[config.mk]
export PLATFORM = sky130hd
export DESIGN_NAME = execute_stage_flat
export DESIGN_NICKNAME = d
export VERILOG_FILES = /design/src/rtl/execute_stage_if.sv /design/src/rtl/execute_stage.sv /design/src/flat_wrapper.sv
export SDC_FILE = /design/constraint.sdc
export NUM_CORES = 1
export LEC_CHECK = 0
export BUFFER_PORTS_ARGS = -buffer_cell sky130_fd_sc_hd__buf_2
export CORE_MARGIN = 3
export CORE_UTILIZATION = 59
export DETAILED_ROUTE_END_ITERATION = 16
export PLACE_DENSITY = 0.83
export SLEW_MARGIN = 20
export SYNTH_ARGS = -nofsm -noshare
export SYNTH_HDL_FRONTEND = slang
export SYNTH_SLANG_ARGS = --single-unit
[constraint.sdc]
create_clock -name clk -period 5.8 [get_ports clk]
set_input_delay 0.29 -clock clk [delete_from_list [all_inputs] [get_ports clk]]
set_output_delay 0.29 -clock clk [all_outputs]
set_load 0.005 [all_outputs]
[src/rtl/execute_stage_if.sv]
// Register-fetch / execute / writeback handshake bundle for the rvga
// integer execute stage. The master side is the register-fetch and
// writeback environment; the execute stage itself uses the slave side.
interface execute_stage_if #(
    parameter int width_p          = 32,
    parameter int reg_addr_width_p = 5
);
    logic                        rfetch_execute_v;
    logic [reg_addr_width_p-1:0] rfetch_execute_rs1;
    logic [reg_addr_width_p-1:0] rfetch_execute_rs2;
    logic [reg_addr_width_p-1:0] rfetch_execute_rd;
    logic [width_p-1:0]          rfetch_execute_rs1_data;
    logic [width_p-1:0]          rfetch_execute_rs2_data;
    logic [width_p-1:0]          rfetch_execute_imm_data;
    logic                        rfetch_execute_imm_v;
    logic [2:0]                  rfetch_execute_artop;
    logic                        rfetch_execute_alt_art;
    logic                        execute_rfetch_stall;

    logic                        writeback_execute_rd_w_v;
    logic [reg_addr_width_p-1:0] writeback_execute_rd;
    logic [width_p-1:0]          writeback_execute_rd_data;

    logic                        execute_writeback_v;
    logic [reg_addr_width_p-1:0] execute_writeback_rd;
    logic                        execute_writeback_rd_w_v;
    logic [width_p-1:0]          execute_writeback_rd_data;

    modport master (
        output rfetch_execute_v, rfetch_execute_rs1, rfetch_execute_rs2,
               rfetch_execute_rd, rfetch_execute_rs1_data, rfetch_execute_rs2_data,
               rfetch_execute_imm_data, rfetch_execute_imm_v, rfetch_execute_artop,
               rfetch_execute_alt_art,
               writeback_execute_rd_w_v, writeback_execute_rd, writeback_execute_rd_data,
        input  execute_rfetch_stall,
               execute_writeback_v, execute_writeback_rd, execute_writeback_rd_w_v,
               execute_writeback_rd_data
    );

    modport slave (
        input  rfetch_execute_v, rfetch_execute_rs1, rfetch_execute_rs2,
               rfetch_execute_rd, rfetch_execute_rs1_data, rfetch_execute_rs2_data,
               rfetch_execute_imm_data, rfetch_execute_imm_v, rfetch_execute_artop,
               rfetch_execute_alt_art,
               writeback_execute_rd_w_v, writeback_execute_rd, writeback_execute_rd_data,
        output execute_rfetch_stall,
               execute_writeback_v, execute_writeback_rd, execute_writeback_rd_w_v,
               execute_writeback_rd_data
    );
endinterface

[src/rtl/execute_stage.sv]
// rvga integer execute stage: two-level operand bypass, RV32I ALU, and a
// 1-bit-per-cycle iterative shifter that stalls register-fetch while busy.
module execute_stage #(
    parameter int width_p          = 32,
    parameter int reg_addr_width_p = 5
) (
    input  logic           clk,
    input  logic           rst,
    execute_stage_if.slave bus
);
    typedef enum logic {IDLE, SHIFT} state_t;

    state_t                      state_q;
    logic [4:0]                  cnt_q;
    logic [width_p-1:0]          sh_q;
    logic                        left_q;
    logic                        arith_q;
    logic [reg_addr_width_p-1:0] rd_pend_q;

    logic                        v_q;
    logic [reg_addr_width_p-1:0] rd_q;
    logic                        rd_w_v_q;
    logic [width_p-1:0]          rd_data_q;

    logic [width_p-1:0]          op_a;
    logic [width_p-1:0]          op_b;
    logic [width_p-1:0]          result_d;
    logic [width_p-1:0]          sh_d;
    logic                        is_shift;
    logic [4:0]                  shamt;

    // Operand resolution: our own output register beats the writeback stage,
    // which beats the (possibly stale) regfile data.
    always_comb begin
        op_a = bus.rfetch_execute_rs1_data;
        if (v_q && rd_w_v_q && rd_q == bus.rfetch_execute_rs1)
            op_a = rd_data_q;
        else if (bus.writeback_execute_rd_w_v && bus.writeback_execute_rd == bus.rfetch_execute_rs1
                 && bus.rfetch_execute_rs1 != '0)
            op_a = bus.writeback_execute_rd_data;

        op_b = bus.rfetch_execute_rs2_data;
        if (v_q && rd_w_v_q && rd_q == bus.rfetch_execute_rs2)
            op_b = rd_data_q;
        else if (bus.writeback_execute_rd_w_v && bus.writeback_execute_rd == bus.rfetch_execute_rs2
                 && bus.rfetch_execute_rs2 != '0)
            op_b = bus.writeback_execute_rd_data;
        if (bus.rfetch_execute_imm_v)
            op_b = bus.rfetch_execute_imm_data;
    end

    assign shamt    = op_b[4:0];
    assign is_shift = (bus.rfetch_execute_artop == 3'b001) || (bus.rfetch_execute_artop == 3'b101);

    // Single-cycle ALU; shifts only land here with shamt=0, so they pass A through.
    always_comb begin
        result_d = '0;
        case (bus.rfetch_execute_artop)
            3'b000:  result_d = (bus.rfetch_execute_alt_art && !bus.rfetch_execute_imm_v)
                                ? op_a - op_b : op_a + op_b;
            3'b010:  result_d = {{(width_p-1){1'b0}}, $signed(op_a) < $signed(op_b)};
            3'b011:  result_d = {{(width_p-1){1'b0}}, op_a < op_b};
            3'b100:  result_d = op_a ^ op_b;
            3'b110:  result_d = op_a | op_b;
            3'b111:  result_d = op_a & op_b;
            default: result_d = op_a;
        endcase
    end

    // One-bit shift step of the iterative shifter.
    always_comb begin
        if (left_q)
            sh_d = {sh_q[width_p-2:0], 1'b0};
        else
            sh_d = {arith_q & sh_q[width_p-1], sh_q[width_p-1:1]};
    end

    // Control FSM plus registered writeback outputs.
    always_ff @(posedge clk or negedge rst) begin
        if (!rst) begin
            state_q   <= IDLE;
            cnt_q     <= '0;
            sh_q      <= '0;
            left_q    <= 1'b0;
            arith_q   <= 1'b0;
            rd_pend_q <= '0;
            v_q       <= 1'b0;
            rd_q      <= '0;
            rd_w_v_q  <= 1'b0;
            rd_data_q <= '0;
        end else begin
            v_q <= 1'b0;
            case (state_q)
                IDLE: begin
                    if (bus.rfetch_execute_v) begin
                        if (is_shift && shamt != 5'd0) begin
                            sh_q      <= op_a;
                            cnt_q     <= shamt;
                            left_q    <= (bus.rfetch_execute_artop == 3'b001);
                            arith_q   <= bus.rfetch_execute_alt_art;
                            rd_pend_q <= bus.rfetch_execute_rd;
                            state_q   <= SHIFT;
                        end else begin
                            v_q       <= 1'b1;
                            rd_q      <= bus.rfetch_execute_rd;
                            rd_w_v_q  <= (bus.rfetch_execute_rd != '0);
                            rd_data_q <= result_d;
                        end
                    end
                end
                SHIFT: begin
                    sh_q  <= sh_d;
                    cnt_q <= cnt_q - 5'd1;
                    if (cnt_q == 5'd1) begin
                        v_q       <= 1'b1;
                        rd_q      <= rd_pend_q;
                        rd_w_v_q  <= (rd_pend_q != '0);
                        rd_data_q <= sh_d;
                        state_q   <= IDLE;
                    end
                end
                default: state_q <= IDLE;
            endcase
        end
    end

    assign bus.execute_rfetch_stall      = (state_q == SHIFT);
    assign bus.execute_writeback_v       = v_q;
    assign bus.execute_writeback_rd      = rd_q;
    assign bus.execute_writeback_rd_w_v  = rd_w_v_q;
    assign bus.execute_writeback_rd_data = rd_data_q;
endmodule
[src/flat_wrapper.sv]
// flat-port wrapper written by rule: the top's interface ports become plain ports
module execute_stage_flat 
#(
    parameter int width_p          = 32,
    parameter int reg_addr_width_p = 5
)
  (clk, rst, bus_rfetch_execute_v, bus_rfetch_execute_rs1, bus_rfetch_execute_rs2, bus_rfetch_execute_rd, bus_rfetch_execute_rs1_data, bus_rfetch_execute_rs2_data, bus_rfetch_execute_imm_data, bus_rfetch_execute_imm_v, bus_rfetch_execute_artop, bus_rfetch_execute_alt_art, bus_writeback_execute_rd_w_v, bus_writeback_execute_rd, bus_writeback_execute_rd_data, bus_execute_rfetch_stall, bus_execute_writeback_v, bus_execute_writeback_rd, bus_execute_writeback_rd_w_v, bus_execute_writeback_rd_data);
  execute_stage_if #(.width_p(width_p), .reg_addr_width_p(reg_addr_width_p)) bus_i ();
  input  logic clk;
  input  logic rst;
  input wire logic [$bits(bus_i.rfetch_execute_v)-1:0] bus_rfetch_execute_v;
  input wire logic [$bits(bus_i.rfetch_execute_rs1)-1:0] bus_rfetch_execute_rs1;
  input wire logic [$bits(bus_i.rfetch_execute_rs2)-1:0] bus_rfetch_execute_rs2;
  input wire logic [$bits(bus_i.rfetch_execute_rd)-1:0] bus_rfetch_execute_rd;
  input wire logic [$bits(bus_i.rfetch_execute_rs1_data)-1:0] bus_rfetch_execute_rs1_data;
  input wire logic [$bits(bus_i.rfetch_execute_rs2_data)-1:0] bus_rfetch_execute_rs2_data;
  input wire logic [$bits(bus_i.rfetch_execute_imm_data)-1:0] bus_rfetch_execute_imm_data;
  input wire logic [$bits(bus_i.rfetch_execute_imm_v)-1:0] bus_rfetch_execute_imm_v;
  input wire logic [$bits(bus_i.rfetch_execute_artop)-1:0] bus_rfetch_execute_artop;
  input wire logic [$bits(bus_i.rfetch_execute_alt_art)-1:0] bus_rfetch_execute_alt_art;
  input wire logic [$bits(bus_i.writeback_execute_rd_w_v)-1:0] bus_writeback_execute_rd_w_v;
  input wire logic [$bits(bus_i.writeback_execute_rd)-1:0] bus_writeback_execute_rd;
  input wire logic [$bits(bus_i.writeback_execute_rd_data)-1:0] bus_writeback_execute_rd_data;
  output wire logic [$bits(bus_i.execute_rfetch_stall)-1:0] bus_execute_rfetch_stall;
  output wire logic [$bits(bus_i.execute_writeback_v)-1:0] bus_execute_writeback_v;
  output wire logic [$bits(bus_i.execute_writeback_rd)-1:0] bus_execute_writeback_rd;
  output wire logic [$bits(bus_i.execute_writeback_rd_w_v)-1:0] bus_execute_writeback_rd_w_v;
  output wire logic [$bits(bus_i.execute_writeback_rd_data)-1:0] bus_execute_writeback_rd_data;
  assign bus_i.rfetch_execute_v = bus_rfetch_execute_v;
  assign bus_i.rfetch_execute_rs1 = bus_rfetch_execute_rs1;
  assign bus_i.rfetch_execute_rs2 = bus_rfetch_execute_rs2;
  assign bus_i.rfetch_execute_rd = bus_rfetch_execute_rd;
  assign bus_i.rfetch_execute_rs1_data = bus_rfetch_execute_rs1_data;
  assign bus_i.rfetch_execute_rs2_data = bus_rfetch_execute_rs2_data;
  assign bus_i.rfetch_execute_imm_data = bus_rfetch_execute_imm_data;
  assign bus_i.rfetch_execute_imm_v = bus_rfetch_execute_imm_v;
  assign bus_i.rfetch_execute_artop = bus_rfetch_execute_artop;
  assign bus_i.rfetch_execute_alt_art = bus_rfetch_execute_alt_art;
  assign bus_i.writeback_execute_rd_w_v = bus_writeback_execute_rd_w_v;
  assign bus_i.writeback_execute_rd = bus_writeback_execute_rd;
  assign bus_i.writeback_execute_rd_data = bus_writeback_execute_rd_data;
  assign bus_execute_rfetch_stall = bus_i.execute_rfetch_stall;
  assign bus_execute_writeback_v = bus_i.execute_writeback_v;
  assign bus_execute_writeback_rd = bus_i.execute_writeback_rd;
  assign bus_execute_writeback_rd_w_v = bus_i.execute_writeback_rd_w_v;
  assign bus_execute_writeback_rd_data = bus_i.execute_writeback_rd_data;
  execute_stage #(.width_p(width_p), .reg_addr_width_p(reg_addr_width_p)) u_core (.clk(clk), .rst(rst), .bus(bus_i));
endmodule
# After elaboration in Yosys (flattened, before gate mapping)
# Index checks and enable logic that the tools add are counted.
# op_classes
n_shift	0
bitwise	5
order_cmp	2
eq_ne	16
add_sub_neg	3
n_mul	0
n_div	0
n_reduce_logical	20
mux	34
# ops
op	n
$mux 32	12
$pmux 32 s6	1
$pmux 32 s2	2
$lt 32x32->1	2
$add 32x32->32	1
$and 32x32->32	1
$or 32x32->32	1
$sub 32x32->32	1
$xor 32x32->32	1
$mux 5	5
$reduce_bool 5->1	5
$eq 5x5->1	4
$pmux 5 s2	2
$eq 3x3->1 const B	4
$logic_and 1x1->1	9
$mux 1	9
$eq 3x2->1 const B	2
$ne 2x2->1 const B	3
$pmux 1 s2	3
$reduce_and 3->1	2
$eq 5x1->1 const B	1
$sub 5x1->5 const B	1
$eq 3x1->1 const B	1
$logic_not 3->1	1
other kinds (6)	6
# totals
word_cells	90
regBits	84
mem_bits_ro	0
output_inout_bits	40
ramBits	0
memories	0
in_bits	157
latchBits	0

# Depth between registers and ports, before layout
# Gate-level depths: netlist (run 1).
# depth
ltp_word	12
mapped_depth	23
mapped_depth_nobuf	21

# Least setup slack after synthesis (run 1)
# No wires, ideal clock.
# synth_timing
kind	input-to-reg
startpoint	input port bus_writeback_execute_rd[4]
endpoint	register u_core.rd_data_q[26], in the netlist u_core.bus.execute_writeback_rd_data[26]
cell_stages	20
setup_ns	0.126
required_time_ns	5.674
arrival_ns	4.675
slack_ns	0.999
n_path_buf	3
cell_sequence	or2_1 o21a_1 nor3_1 buf_2 buf_1 mux2i_1 a211oi_1 a21o_1 ha_1 clkbuf_1 nand2_1 nor2_1 o31ai_1 a2111o_1 nand3_1 a31oi_1 a21oi_1 mux2_2 a211o_1 o32a_1
# synth_via
elab_chain_len	12
elab_cells_between_ends	25
cone_classes	add/sub: 2; eq/ne: 3; mux: 10; bitwise: 3; reduce/logical: 7
# synth_rtl
element	line_no	text
start: declaration	flat_wrapper.sv:22	input wire logic [$bits(bus_i.writeback_execute_rd)-1:0] bus_writeback_execute_rd;
$eq 5x5->1	execute_stage.sv:45	else if (bus.writeback_execute_rd_w_v && bus.writeback_execute_rd == bus.rfetch_execute_rs2
$logic_and 1x1->1	execute_stage.sv:45	
$logic_and 1x1->1	execute_stage.sv:46	&& bus.rfetch_execute_rs2 != '0)
$mux 32	execute_stage.sv:45	
$mux 32	execute_stage.sv:43	if (v_q && rd_w_v_q && rd_q == bus.rfetch_execute_rs2)
$mux 32	execute_stage.sv:48	if (bus.rfetch_execute_imm_v)
$add 32x32->32 or $sub 32x32->32 (tied branches)	execute_stage.sv:60	? op_a - op_b : op_a + op_b;
$mux 32	execute_stage.sv:60	
$pmux 32 s6	execute_stage.sv:58	case (bus.rfetch_execute_artop)
$mux 32	execute_stage.sv:96	if (is_shift && shamt != 5'd0) begin
$mux 32	execute_stage.sv:95	if (bus.rfetch_execute_v) begin
$pmux 32 s2	execute_stage.sv:93	case (state_q)
end signal: assignment	execute_stage.sv:107	rd_data_q <= result_d;
end: declaration	execute_stage.sv:23	logic [width_p-1:0] rd_data_q;
# Parallel ways exist; a longest one is shown, timed or not. The select of a mux whose other input is x is not followed.
# A chain may end at the register's enable or synchronous reset.

# Worst setup path in the final report (run 1)
# layout_timing
startpoint	register u_core.rd_q[1], in the netlist u_core.bus.execute_writeback_rd[1]
endpoint	register u_core.rd_data_q[26], in the netlist u_core.bus.execute_writeback_rd_data[26]
# layout_via
elab_chain_len	10
elab_cells_between_ends	21
cone_classes	add/sub: 2; eq/ne: 3; mux: 8; bitwise: 3; reduce/logical: 5
# layout_rtl
element	line_no	text
start: declaration	execute_stage.sv:21	logic [reg_addr_width_p-1:0] rd_q;
start signal: assignment	execute_stage.sv:105	rd_q <= bus.rfetch_execute_rd;
start signal: assignment	execute_stage.sv:116	rd_q <= rd_pend_q;
$eq 5x5->1	execute_stage.sv:43	
$logic_and 1x1->1	execute_stage.sv:43	
$mux 32	execute_stage.sv:43	
$mux 32	execute_stage.sv:48	
$add 32x32->32 or $sub 32x32->32 (tied branches)	execute_stage.sv:60	
$mux 32	execute_stage.sv:60	
$pmux 32 s6	execute_stage.sv:58	
$mux 32	execute_stage.sv:96	
$mux 32	execute_stage.sv:95	
$pmux 32 s2	execute_stage.sv:93	
# Parallel ways exist; a longest one is shown, timed or not. The select of a mux whose other input is x is not followed.

==> results.yml, run 1 <==
status:
  outcome: "complete, no violations"
detailed_routing:
  drt-initial-drc-count: 1516
  drc: 0
  dr_total_vias: 12900
  ant_nets: 0
  routedWlPerCell_um: 22.0
  drt-vias-per-instance: 6.57
  wl_um: 43300
  firstDrtPassIters: 6
finish:
  insertedDiodeCount: 0
  layout-drive-gt1-share: 0.177
  design.final.nets: 1958
  finalNonFillerCells: 1970
  utilization: 0.684
  area.growth.synth_to_final_pct: 12.8
  nFillCells: 1678
timing:
  worst_slew_pin_slew_ns: 1.03
  unrepaired_setup_endpoints_after_global_routing: "no"
  final.setup.worst_slack_ns: 0.354
  timing.slew.headroom: 0.312
  post-route-period-util: 0.939
  period_needed_ns: 5.45
  final_max_slew_viol_count: 0
  fmaxAchievable_mhz: 184
  timing.setup.tns_ns: 0
  setup-violations-final: 0
  hold_viol: 0
  worst_clock_skew_ns: 0.0108
placement:
  dp_hpwl_um: 32500
  pre_cts_ws_ns: 0.325
  gp_routability_congestion: 1.01
  placement.io_buffers: 196
  numPlacedInstances: 1953
worst_setup_path:
  timing.critical_path.fanout_max: 21
  start_kind: "flop"
  slowest_delay_ns: 0.48
  setup.worst_path.class: "reg2reg"
  critical_path.cell_chain: "xnor2_1 -> nand4_1 -> or2_4 -> o21ai_0 -> a21oi_1 -> a21oi_1 -> buf_4 -> inv_1 -> ha_1 -> fa_1 -> nand2b_1 -> a21oi_1 -> o21a_1 -> o31ai_1 -> a2111o_1 -> nand3_1 -> a31oi_1 -> a21oi_1 -> mux2_2 -> a211o_1 -> o32a_1"
  crit_arrival_ns: 5.69
  critPathSlowestCell: "sky130_fd_sc_hd__dfrtp_1"
  end_kind: "flop"
  crit_required_ns: 6.05
  worst_path_most_repeated_cell: "sky130_fd_sc_hd__a21oi_1"
power_and_ir_drop:
  net_switching_component_of_the_power_mw: 2.08
  p_leak_nw: 5.96
  sequentialPowerShare: 0.297
  switching_power_as_a_share_of_total_power: 0.493
  power_per_cell_area_nw_per_um2: 327
  max-vdd-ir-drop_mv: 0.441
  power.share.combinational: 0.556
  design_power_total_mw: 4.22
  clock_power_share: 0.147
  internal-power_mw: 2.14
clock_network:
  clock_sinks: 84
  cts_max_level: 3
  clk-insertion-delay-late_ns: 0.37
  clkSlewWorstSetupHoldPaths_ns: 0.08
  cts_made_buffers: 9
  cts_tree: "yes"
  root_buffer: "sky130_fd_sc_hd__clkbuf_16"
  clock_path_buffers: 2
synth:
  syn_area_per_cell_um2: 7.27
  synthDistinctLibCells: 84
  ys_ff_latch: 84
  async_reset_ff_frac: 1.00
  gate_count_after_technology_mapping: 1576
  synth_enable_flop_cells: 0
  synth_area_um2: 11500
  synth.yosys.seq_area_share: 0.183
  yosysWarnings: 0
  synthMostInstantiatedCell: "sky130_fd_sc_hd__a21oi_1"
  yosys_most_used_dff: "sky130_fd_sc_hd__dfrtp_1"
  yosys-top-cells-area: "sky130_fd_sc_hd__dfrtp_1 18%, sky130_fd_sc_hd__ha_1 10%, sky130_fd_sc_hd__mux2i_1 7.3%"
  synth.largest_area_cell: "sky130_fd_sc_hd__dfrtp_1"
  synth_nets: 1829
  yosys-top-cells-count: "164 x sky130_fd_sc_hd__a21oi_1, 160 x sky130_fd_sc_hd__nor2_1, 159 x sky130_fd_sc_hd__nand2_1, 126 x sky130_fd_sc_hd__o21ai_0, 99 x sky130_fd_sc_hd__inv_1"
  synth_top_cell_area_share: 0.183
floorplanning:
  floorplan.core_area_um2: 18900
  ios: 197
  initial_core_util: 0.606
  chipWidth_um: 145
  chipHeight_um: 145
  rows: 50
  fp.dieArea_um2: 21100
global_route:
  antenna_found_initial: 0
  gr-usage-all-layers: 0.394
  grt_first_pass_wirelength_um: 67800
  grt_max_degree: 59
  vias_in_the_first_global_route: 12200
  overflow: 0
flow_run:
  drv_cap: 0
min_path:
  hold_path.class: "in2reg"
## critical path, delay by kind of cell, from the launching register on
kind                     cells  cell delay (ns)
flip-flops                   1             0.48
multiplexers                 1             0.31
AO/OA/AOI/OAI               11             2.27
XOR/XNOR                     1             0.20
adder cells (fa/ha/maj)      2             0.68
AND/OR/NAND/NOR              4             1.13
buffers and inverters        2             0.23
## layout by cell type (no fill, tap or decap), types with 7 or more instances in the layout
cell type	Yosys	routed
sky130_fd_sc_hd__buf_2	19	195
sky130_fd_sc_hd__a21oi_1	164	164
sky130_fd_sc_hd__nor2_1	160	160
sky130_fd_sc_hd__nand2_1	159	159
sky130_fd_sc_hd__o21ai_0	126	126
sky130_fd_sc_hd__inv_1	99	99
sky130_fd_sc_hd__ha_1	94	94
sky130_fd_sc_hd__mux2i_1	84	84
sky130_fd_sc_hd__dfrtp_1	84	83
sky130_fd_sc_hd__a211oi_1	45	45
sky130_fd_sc_hd__a21o_1	44	44
sky130_fd_sc_hd__xnor2_1	34	34
sky130_fd_sc_hd__buf_4	1	32
sky130_fd_sc_hd__nor3_1	33	30
sky130_fd_sc_hd__mux2_2	26	26
sky130_fd_sc_hd__nand3_1	26	25
sky130_fd_sc_hd__a31oi_1	17	17
sky130_fd_sc_hd__o21bai_1	16	16
sky130_fd_sc_hd__o31ai_1	15	15
sky130_fd_sc_hd__nand4_1	14	14
sky130_fd_sc_hd__and3_1	12	12
sky130_fd_sc_hd__nor2b_1	13	12
sky130_fd_sc_hd__o21a_1	11	11
sky130_fd_sc_hd__o211ai_1	11	11
sky130_fd_sc_hd__nand2b_1	10	10
sky130_fd_sc_hd__xor2_1	9	9
sky130_fd_sc_hd__clkbuf_16	0	9
sky130_fd_sc_hd__nor4_1	8	8
sky130_fd_sc_hd__a311oi_1	8	8
sky130_fd_sc_hd__a221oi_1	7	7
sky130_fd_sc_hd__o311ai_0	7	7
sky130_fd_sc_hd__a211o_1	7	7
sky130_fd_sc_hd__o221ai_1	7	7
## kinds of logic after synthesis
family                     count (synthesis)  share of synthesized area
adders and majority gates                 96                      0.106
buffers and inverters                    212                     0.0719
AOI/OAI and AO/OA                        564                      0.324
and+or+nand+nor                          466                      0.182
xor gates and xnor gates                  43                     0.0329
DFF                                       84                      0.183
muxes                                    111                     0.0999
## registers in the layout, summed over array words and instances (netlist names)
register / cells
u_core.arith_q: 1
u_core.bus.execute_rfetch_stall: 1
u_core.bus.execute_writeback_rd: 5
u_core.bus.execute_writeback_rd_data: 32
u_core.bus.execute_writeback_rd_w_v: 1
u_core.bus.execute_writeback_v: 1
u_core.cnt_q: 5
u_core.left_q: 1
u_core.rd_pend_q: 5
u_core.sh_q: 32
## layout make-up
class	count	area [um^2]	area share
Multi-Input combinational cell	1280	8560	0.662
Sequential cell	84	2100	0.163
Timing Repair Buffer	230	1270	0.0979
Inverter	100	375	0.0290
Tap cell	260	325	0.0252
Clock buffer	9	225	0.0174
Clock inverter	7	76.3	0.00590
## path summary, 6_finish.rpt
path	from	to	slack, ns	depth (start not counted)
worst max-delay path	u_core.bus.execute_writeback_rd[1]$_DFFE_PN0P_	u_core.bus.execute_writeback_rd_data[26]$_DFFE_PN0P_	0.35	21
worst min-delay path	bus_rfetch_execute_rd[0]	u_core.rd_pend_q[0]$_DFFE_PN0P_	0.19	2
worst max register to register	u_core.bus.execute_writeback_rd[1]$_DFFE_PN0P_	u_core.bus.execute_writeback_rd_data[26]$_DFFE_PN0P_	0.35	21
worst min register to register	u_core.bus.execute_writeback_rd_data[5]$_DFFE_PN0P_	u_core.bus.execute_writeback_rd_data[5]$_DFFE_PN0P_	0.53	2
max in group asynchronous	rst	u_core.sh_q[20]$_DFFE_PN0P_	4.26	3
min in group asynchronous	rst	u_core.rd_pend_q[0]$_DFFE_PN0P_	0.45	2
## through the flow
stage	hold slack [ns]	instance area, um^2
after floorplan	-0.00559	11500
after global placement	0.318	12600
after detailed placement	0.322	12600
after CTS	0.198	12900
after global routing	0.208	12900
final	0.195	12900
## per-layer routing
| layer | track usage | wire length (um) | vias up |
|---|---|---|---|
| met5 | 0 | 0 | - |
| met4 | 0.126 | 1330 | 0 |
| met3 | 0.0607 | 4160 | 97 |
| met2 | 0.611 | 19200 | 726 |
| met1 | 0.566 | 18600 | 6165 |
| li1 | - | - | 5951 |
## repair_timing
item	CTS	global route
resized for setup	0	1
hold endpoints to repair	43	0
hold buffers	1	0
buffers inserted	0	0
setup endpoints to repair	0	5
## power by group through the flow
stage | Clock [mW] | Combinational [mW] | Sequential [mW]
after CTS | 0.620 | 2.30 | 1.24
after global placement | 0 | 2.23 | 1.23
after floorplan | 0 | 1.62 | 1.10
final | 0.621 | 2.35 | 1.25
after detailed placement | 0 | 2.28 | 1.24
after global routing | 0.642 | 2.57 | 1.28
Note: power is estimated with default switching activity, not from simulation.
==> inputs of run 2 (changes only) <==
- BUFFER_PORTS_ARGS: -buffer_cell sky130_fd_sc_hd__buf_2 -> not set
- CORE_UTILIZATION: 59 -> 65
- DONT_BUFFER_PORTS: not set -> 1
- PLACE_DENSITY: 0.83 -> 0.81
==> run 2 against run 1 <==
Clock skew increased by 0.0016 ns. Critical path depth decreased by 4. Clock power increased by 1%. Core utilization increased by 1.3 points. Sequential share of layout area increased by 1.5 points. First-iteration DRC count decreased by 10%. Combinational power decreased by 12%. Count of clock-buffer cells in the layout unchanged. Critical path type unchanged. Largest cell class unchanged. Highest routed layer unchanged.
==> results.yml, run 2 (synthesized netlist as in run 1, its figures left out) <==
timing:
  hold_viol: 0
  worst_slew_pin_slew_ns: 1.02
  period_needed_ns: 5.42
  unrepaired_setup_endpoints_after_global_routing: "no"
  timing.setup.tns_ns: 0
  final_max_slew_viol_count: 0
  post-route-period-util: 0.934
  worst_clock_skew_ns: 0.0124
  timing.slew.headroom: 0.315
  min_hold_slack_ns: 0.0700
  setup-violations-final: 0
  fmaxAchievable_mhz: 185
global_route:
  overflow: 0
  grt_first_pass_wirelength_um: 63400
  grt_max_degree: 85
  antenna_found_initial: 1
  gr-usage-all-layers: 0.403
  vias_in_the_first_global_route: 11400
worst_setup_path:
  critPathSlowestCell: "sky130_fd_sc_hd__or2_2"
  crit_buf_inv: 3
  critical-path-top-delay-family: "simple AND/OR/NAND/NOR gates"
  setup.worst_path.class: "reg2reg"
  crit_arrival_ns: 5.67
  slowest_delay_ns: 0.52
  timing.critical_path.fanout_max: 25
  end_kind: "flop"
  critical_path.cell_chain: "xnor2_1 -> nand4_1 -> or2_2 -> buf_4 -> o21ai_0 -> inv_1 -> ha_1 -> inv_1 -> o21ai_0 -> a21oi_1 -> nor3_1 -> or3b_1 -> o21a_1 -> nor4_2 -> o31ai_1 -> a22o_1 -> or3_1"
  start_kind: "flop"
  crit_required_ns: 6.06
finish:
  insertedDiodeCount: 0
  utilization: 0.698
  layout.cells.most_common_list: "164 x sky130_fd_sc_hd__a21oi_1, 160 x sky130_fd_sc_hd__nor2_1, 159 x sky130_fd_sc_hd__nand2_1, 126 x sky130_fd_sc_hd__o21ai_0, 99 x sky130_fd_sc_hd__inv_1"
  layout.cells.most_common: "sky130_fd_sc_hd__a21oi_1"
  design.final.nets: 1752
  area.growth.synth_to_final_pct: 3.12
  layout-drive-gt1-share: 0.0645
floorplanning:
  chipWidth_um: 139
  fp.dieArea_um2: 19300
  rows: 47
  chipHeight_um: 139
  floorplan.core_area_um2: 16900
  initial_core_util: 0.676
  ios: 197
clock_network:
  clock_path_buffers: 2
  clock_sinks: 84
  cts_made_buffers: 9
  root_buffer: "sky130_fd_sc_hd__clkbuf_16"
  postCtsSetupBuffers: 0
  cts_max_level: 3
  clk-insertion-delay-late_ns: 0.37
  clkSlewWorstSetupHoldPaths_ns: 0.08
  cts_tree: "yes"
status:
  outcome: "complete, no violations"
detailed_routing:
  met2_length_um: 18200
  drc: 0
  routedWlPerCell_um: 23.6
  firstDrtPassIters: 6
  wl_um: 40600
  dr_total_vias: 12300
  drt-vias-per-instance: 7.11
  drt-initial-drc-count: 1358
  ant_nets: 0
  dr_wl_met3_um: 4530
  highest-signal-layer: "met4"
  met1Wirelength_um: 16400
power_and_ir_drop:
  power_per_cell_area_nw_per_um2: 340
  p_leak_nw: 5.12
  design_power_total_mw: 4.01
  max-vdd-ir-drop_mv: 0.526
flow_run:
  drv_cap: 0
placement:
  dp_hpwl_um: 29800
  placement.io_buffers: 0
  gp_routability_congestion: 0.992
min_path:
  hold_path.class: "in2reg"
-- run 2: worst paths after layout --
| check | start | to | slack (ns) | cells after the start |
|---|---|---|---|---|
| max | u_core.bus.execute_writeback_rd[0]$_DFFE_PN0P_ | u_core.bus.execute_writeback_rd_data[29]$_DFFE_PN0P_ | 0.38 | 17 |
| min | bus_rfetch_execute_rd[4] | u_core.rd_pend_q[4]$_DFFE_PN0P_ | 0.07 | 1 |
| max reg2reg | u_core.bus.execute_writeback_rd[0]$_DFFE_PN0P_ | u_core.bus.execute_writeback_rd_data[29]$_DFFE_PN0P_ | 0.38 | 17 |
| min reg2reg | u_core.rd_pend_q[4]$_DFFE_PN0P_ | u_core.rd_pend_q[4]$_DFFE_PN0P_ | 0.53 | 1 |
| max in group asynchronous | rst | u_core.bus.execute_writeback_rd_data[18]$_DFFE_PN0P_ | 4.93 | 2 |
| min in group asynchronous | rst | u_core.bus.execute_writeback_rd_data[5]$_DFFE_PN0P_ | 0.51 | 2 |
-- run 2: power breakdown --
| group | total (mW) | switching, mW | internal (mW) |
|---|---|---|---|
| Sequential | 1.32 | 0.444 | 0.875 |
| Clock | 0.630 | 0.323 | 0.307 |
| Combinational | 2.07 | 1.23 | 0.834 |
-- run 2: cell type report --
class / count / area [um^2]
multi-input cells: 1280 / 8550
clock inverters: 7 / 78.8
fillers: 1457 / 5120
inverters: 100 / 375
clock buffers: 9 / 225
repair buffers: 24 / 203
flip-flops and latches: 84 / 2100
well taps: 220 / 275
-- run 2: repair_timing --
action / CTS / global route
endpoints found under the setup margin: 0 / 0
endpoints found under the hold margin: 84 / 0
gates resized for setup: 0 / 0
hold buffers: 2 / 0
-- run 2: metrics by stage --
stage               worst slack [ns]  cells  cell area (um^2)
floorplan                      0.999   1576             11500
global placement               0.491   1706             11500
detailed placement             0.460   1706             11500
CTS                            0.516   1724             11800
global route                 0.00497   1724             11800
finish                         0.383   1724             11800
-- run 2: layer usage --
layer	GRT usage	up-vias
met4	0.149	0
met2	0.624	805
li1	-	5544
met3	0.0855	114
met5	0	-
met1	0.556	5795
